==> config.mk <==
export PLATFORM = sky130hd
export DESIGN_NAME = rca_pipe_adder
export DESIGN_NICKNAME = d
export VERILOG_FILES = /design/src/rtl/rca_pipe_adder.sv
export SDC_FILE = /design/constraint.sdc
export NUM_CORES = 1
export LEC_CHECK = 0
export CORE_MARGIN = 5
export CORE_UTILIZATION = 40
export DETAILED_ROUTE_END_ITERATION = 8
export GPL_TIMING_DRIVEN = 0
export SLEW_MARGIN = 20
export SYNTH_ARGS = -nofsm -noshare
export SYNTH_HDL_FRONTEND = slang
export SYNTH_SLANG_ARGS = --single-unit
==> constraint.sdc <==
create_clock -name clk -period 7.59 [get_ports clk]
set_clock_uncertainty 0.05 [all_clocks]
set_input_delay 2.277 -clock clk [delete_from_list [all_inputs] [get_ports clk]]
set_output_delay 2.277 -clock clk [all_outputs]
set_load 0.01 [all_outputs]
==> src/rtl/rca_pipe_adder.sv <==
// Pipelined ripple-carry adder: WIDTH-bit a+b+cin split into STAGES chunks, one register per chunk.
// Optional signed-overflow output enabled by defining RCA_PIPE_OVF_EN.

module rca_pipe_stage #(
    parameter int WIDTH = 16,
    parameter int CW    = 4,
    parameter int K     = 0
) (
    input  logic             clk,
    input  logic             rst,
    input  logic             load_i,
    input  logic [WIDTH-1:0] a_i,
    input  logic [WIDTH-1:0] b_i,
    input  logic [WIDTH-1:0] sum_i,
    input  logic             carry_i,
    output logic [WIDTH-1:0] a_o,
    output logic [WIDTH-1:0] b_o,
    output logic [WIDTH-1:0] sum_o,
    output logic             carry_o
`ifdef RCA_PIPE_OVF_EN
    ,
    output logic             ovf_o
`endif
);
    logic [CW:0]      c;
    logic [CW-1:0]    s;
    logic [WIDTH-1:0] a_q, b_q, sum_q, sum_d;
    logic             carry_q;

    // Per-bit full adders over chunk K; lower sum bits pass through untouched.
    always_comb begin
        c    = '0;
        s    = '0;
        c[0] = carry_i;
        for (int i = 0; i < CW; i++) begin
            s[i]   = a_i[K*CW+i] ^ b_i[K*CW+i] ^ c[i];
            c[i+1] = (a_i[K*CW+i] & b_i[K*CW+i]) | (c[i] & (a_i[K*CW+i] ^ b_i[K*CW+i]));
        end
        sum_d             = sum_i;
        sum_d[K*CW +: CW] = s;
    end

    always_ff @(posedge clk) begin
        if (rst) begin
            a_q     <= '0;
            b_q     <= '0;
            sum_q   <= '0;
            carry_q <= 1'b0;
        end else if (load_i) begin
            a_q     <= a_i;
            b_q     <= b_i;
            sum_q   <= sum_d;
            carry_q <= c[CW];
        end
    end

    assign a_o     = a_q;
    assign b_o     = b_q;
    assign sum_o   = sum_q;
    assign carry_o = carry_q;

`ifdef RCA_PIPE_OVF_EN
    logic ovf_q;

    // Only meaningful in the top chunk: carry into MSB xor carry out of MSB.
    always_ff @(posedge clk) begin
        if (rst)         ovf_q <= 1'b0;
        else if (load_i) ovf_q <= c[CW] ^ c[CW-1];
    end

    assign ovf_o = ovf_q;
`endif
endmodule

module rca_pipe_adder #(
    parameter int WIDTH  = 16,
    parameter int STAGES = 4
) (
    input  logic             clk,
    input  logic             rst,
    input  logic             in_valid,
    output logic             in_ready,
    input  logic [WIDTH-1:0] a,
    input  logic [WIDTH-1:0] b,
    input  logic             cin,
    output logic             out_valid,
    input  logic             out_ready,
    output logic [WIDTH-1:0] sum,
    output logic             cout
`ifdef RCA_PIPE_OVF_EN
    ,
    output logic             ovf
`endif
);
    localparam int CW = WIDTH / STAGES;

    generate
        if (STAGES < 1 || STAGES > WIDTH || (WIDTH % STAGES) != 0) begin : g_param_check
            $error("rca_pipe_adder: need 1 <= STAGES <= WIDTH and WIDTH a multiple of STAGES");
        end
    endgenerate

    logic [STAGES-1:0]             vld_q, vld_d, adv, load;
    logic [STAGES:0][WIDTH-1:0]    a_p, b_p, s_p;
    logic [STAGES:0]               c_p;

    assign a_p[0] = a;
    assign b_p[0] = b;
    assign s_p[0] = '0;
    assign c_p[0] = cin;

    // Advance ripples back from the consumer so a full pipe still accepts while draining.
    always_comb begin
        adv           = '0;
        adv[STAGES-1] = vld_q[STAGES-1] & out_ready;
        for (int k = STAGES - 2; k >= 0; k--) begin
            adv[k] = vld_q[k] & (~vld_q[k+1] | adv[k+1]);
        end
    end

    assign in_ready = ~vld_q[0] | adv[0];

    always_comb begin
        load    = '0;
        load[0] = in_valid & in_ready;
        for (int k = 1; k < STAGES; k++) begin
            load[k] = adv[k-1];
        end
        vld_d = (vld_q & ~adv) | load;
    end

    always_ff @(posedge clk) begin
        if (rst) vld_q <= '0;
        else     vld_q <= vld_d;
    end

`ifdef RCA_PIPE_OVF_EN
    logic [STAGES:1] ovf_p;
`endif

    generate
        for (genvar k = 0; k < STAGES; k++) begin : g_stage
            rca_pipe_stage #(
                .WIDTH (WIDTH),
                .CW    (CW),
                .K     (k)
            ) u_stage (
                .clk     (clk),
                .rst     (rst),
                .load_i  (load[k]),
                .a_i     (a_p[k]),
                .b_i     (b_p[k]),
                .sum_i   (s_p[k]),
                .carry_i (c_p[k]),
                .a_o     (a_p[k+1]),
                .b_o     (b_p[k+1]),
                .sum_o   (s_p[k+1]),
                .carry_o (c_p[k+1])
`ifdef RCA_PIPE_OVF_EN
                ,
                .ovf_o   (ovf_p[k+1])
`endif
            );
        end
    endgenerate

    assign out_valid = vld_q[STAGES-1];
    assign sum       = s_p[STAGES];
    assign cout      = c_p[STAGES];

    // Operands leaving the last stage and lower-stage overflow flags have no consumer.
    logic unused_tail;
`ifdef RCA_PIPE_OVF_EN
    assign ovf         = ovf_p[STAGES];
    assign unused_tail = ^{a_p[STAGES], b_p[STAGES], ovf_p};
`else
    assign unused_tail = ^{a_p[STAGES], b_p[STAGES]};
`endif
endmodule

==> impl_metrics.toml, run 1 <==
[die]
die_w_um = 119.8
core_area_um2 = 11910
die_y_um = 119.8
num_rows = 40
start_util_pct = 40.50
io_pins = 56
dieArea_um2 = 14360

[power]
clock_power_share_pct = 42.4
p_int_mw = 0.8912
power.switching_mw = 0.2926
vdd_drop_max_v = 0.00008975
combPwrFrac_pct = 11.4
p_sw_share_pct = 24.72
power_frac_seq_pct = 46.2
power_density_nw_per_um2 = 201.3
p_leak_nw = 2.063

[logic_synthesis]
syn_area_um2 = 4825
synth_cells = 534
seq_area_frac_synth_pct = 39.83
ys_warn_count = 0
avgSynthCellArea_um2 = 9.035
ys_ff_latch = 96
yosysUniqueCellTypes = 33
syn_nets = 587

[placement]
portBuffers = 54
dp_hpwl_mm = 9.701
dp_slack_ns = 1.252
placedCellCount = 735
gp_congestion = 0.8396

[worst_setup_path]
cp.arrival_ns = 4.06
crit_type = "in -> out"
reg2reg_from = "g_stage[0].u_stage.a_o[4]"
cp-start-kind = "primary input"
worstSetupEndpointType = "primary output"
critPathCapture = "in_ready"
rr_endpoint = "g_stage[1].u_stage.sum_o[7]"
r2r_cells = 8
critical_path.startpoint = "out_ready"
cp_max_fo = 10
reg2reg_setup_slack_ns = 5.31
crit_required_ns = 5.26

[clocking]
clk_transition_reported_paths_ns = 0.07
postCtsSetupRepairBufs = 0
cts_tree = "done"
cts.sinks = 96
cts_htree_levels = 3
cts.hold.buffers_added = 0
clkLatencyLatePin_ns = 0.35
clk_path_buf_depth = 2
cts_resized = 0
numCtsBuffers = 9
root_buffer = "clkbuf_16"

[cells_and_area]
drive_gt1_share_pct = 8.775
final.fill_count = 1170
syn2layout_area_growth_pct = 21.86
final_cells = 751
antennaDiodeCount = 0
nets = 652

[routing]
dr.pass1.iters = 5
final_antenna_net_count = 0
drc_errors = 0
totalWireLength_mm = 12.93
wire_per_inst_um = 17.21
vias = 4176
via_per_inst = 5.561
first_iter_violations = 259

[sta]
finalSetupTns_ns = 0
finalMaxSlewViolations = 0
finalHoldWorstSlack_ns = 0.4098
max-slew-margin-rel_pct = 63.94
rsz0062_at_grt = "false"
period_needed_ns = 6.389
setup_viol = 0
max_freq_mhz = 156.5
layout_setup_ws_ns = 1.201
hold_viol = 0
worstMarginPinSlew_ns = 0.5409
fin_crit_sh_pct = 84.18

[grt]
grt_max_degree = 17
overflow = 0
track_usage_pct = 18.44
grt_pass1_wl_mm = 21.37
grt_pass1_vias = 4096
antenna_found_initial = 0

[run]
drv_cap = 0

[run_status]
status = "finished, final reports clean"

[min_path]
hp-class = "reg -> reg"
hold-path-cell-count = 2
[flip-flops by register name, summed over array words and instances, names as in the netlist]
name and cells:
g_stage.u_stage.a_o 24, g_stage.u_stage.b_o 24, g_stage.u_stage.carry_o 4, g_stage.u_stage.sum_o 40
vld_q 4
[layout by cell type (no fill, tap or decap), types with 24 or more instances in the layout]
master / Yosys / final
a21oi_1: 50 / 50
a31oi_1: 26 / 26
clkbuf_1: 26 / 26
clkdlybuf4s50_1: 0 / 54
dfxtp_1: 96 / 96
inv_1: 33 / 33
nand2_1: 27 / 27
nand2b_1: 33 / 33
nand3_1: 36 / 36
nand4b_1: 24 / 24
nor3b_1: 26 / 26
o21ai_0: 37 / 37
[synthesized netlist by cell type (all sizes together)]
cell	count	area share, %
a31oi	26	3.4
o311ai	26	5.3
nand3	36	3.7
dfxtp	96	40
a21oi	50	5.2
nor3b	26	4.0
o211a	3	0.62
or4	4	0.62
nor2	3	0.29
a211oi	9	1.4
nand3b	1	0.16
clkbuf	26	2.0
fa	16	6.6
nand2	28	2.2
inv	34	2.6
a311oi	3	0.54
and2b	1	0.16
mux2i	16	3.3
nand2b	33	4.3
and4b	1	0.21
nand4b	25	4.8
o21ai	37	3.8
buf	32	4.4
o31ai	2	0.31
[per-layer routing]
layer / up-vias / part of all wire [%] / track usage, %
li1: 2058 / - / -
met1: 1983 / 45 / 24.64
met2: 123 / 48 / 31.04
met3: 12 / 5.9 / 3.676
met4: 0 / 0.97 / 3.865
met5: - / 0 / 0
[kinds of logic (layout without fill, tap and decap cells)]
group | count (synthesis) | count (layout) | synth area share [%]
simple gates | 158 | 158 | 20.57
compound gates | 156 | 156 | 20.62
flops | 96 | 96 | 39.83
buf+inv | 92 | 162 | 9.025
fa+ha+maj | 16 | 16 | 6.639
mux | 16 | 16 | 3.319
[power groups by stage]
stage          Combinational, mW  Clock, mW  Sequential, mW
2_1_floorplan             0.0861          0           0.551
3_3_place_gp               0.133          0           0.558
3_5_place_dp               0.135          0           0.558
4_1_cts                    0.135      0.505           0.547
5_1_grt                    0.150      0.532           0.550
6_report                   0.135      0.501           0.547
[worst min path at each step]
stage	slack, ns	from	endpoint
6_report	0.41	g_stage[0].u_stage.sum_o[1]	g_stage[0].u_stage.sum_o[1]
5_1_grt	0.44	g_stage[0].u_stage.sum_o[3]	g_stage[0].u_stage.sum_o[3]
4_1_cts	0.41	g_stage[0].u_stage.sum_o[1]	g_stage[0].u_stage.sum_o[1]
3_5_place_dp	0.40	g_stage[0].u_stage.sum_o[1]	g_stage[0].u_stage.sum_o[1]
3_3_place_gp	0.40	g_stage[0].u_stage.sum_o[1]	g_stage[0].u_stage.sum_o[1]
2_1_floorplan	0.38	g_stage[0].u_stage.sum_o[1]	g_stage[0].u_stage.sum_o[1]
[final cells by class]
cell class | instances | area, um2 | area share [%]
buffer | 58 | 307.8 | 5.235
clock buffer | 10 | 239.0 | 4.065
clock inverter | 6 | 91.34 | 1.554
inverter | 34 | 127.6 | 2.171
multi-input combinational | 346 | 2467 | 41.97
sequential | 96 | 1922 | 32.69
tap | 147 | 183.9 | 3.128
timing repair buffer | 54 | 540.5 | 9.193
[through the flow]
step	instance area [um2]	power [mW]	util (%)
global placement	5549	0.6907	46.59
floorplan	4825	0.6374	-
finish	5879	1.184	49.36
detailed placement	5549	0.6934	46.59
global route	5879	1.232	49.36
CTS	5879	1.188	49.36
[critical path, cell delays in order]
cell and delay (ns):
clkdlybuf4s50_1 0.47, and4b_1 0.31, buf_6 0.17, buf_2 0.24
nand2_1 0.08, clkdlybuf4s50_1 0.50
(Power assumes the default switching activity.)
==> run 2: changes to the inputs <==
- clock period: 7.59 -> 6.4 ns (I/O delays scaled with it)
==> results of run 2 <==
The final DEF is identical to that of run 1. Status: finished, final reports clean.
Among the figures that moved: setup slack after placement 1.252 ns -> 0.7758 ns; setup slack after layout 1.201 ns -> 0.7250 ns; register-to-register setup slack 5.31 ns -> 4.12 ns; total power 1.184 mW -> 1.404 mW; worst IR drop on VDD 0.00008975 V -> 0.0001064 V
==> run 3: changes to the inputs <==
- GPL_ROUTABILITY_DRIVEN: not set -> 0
==> results of run 3 <==
The final DEF is identical to that of run 1. Status: finished, final reports clean.
Among the figures that moved: setup slack after placement 1.252 ns -> 0.7758 ns; setup slack after layout 1.201 ns -> 0.7250 ns; register-to-register setup slack 5.31 ns -> 4.12 ns; total power 1.184 mW -> 1.404 mW; worst IR drop on VDD 0.00008975 V -> 0.0001064 V
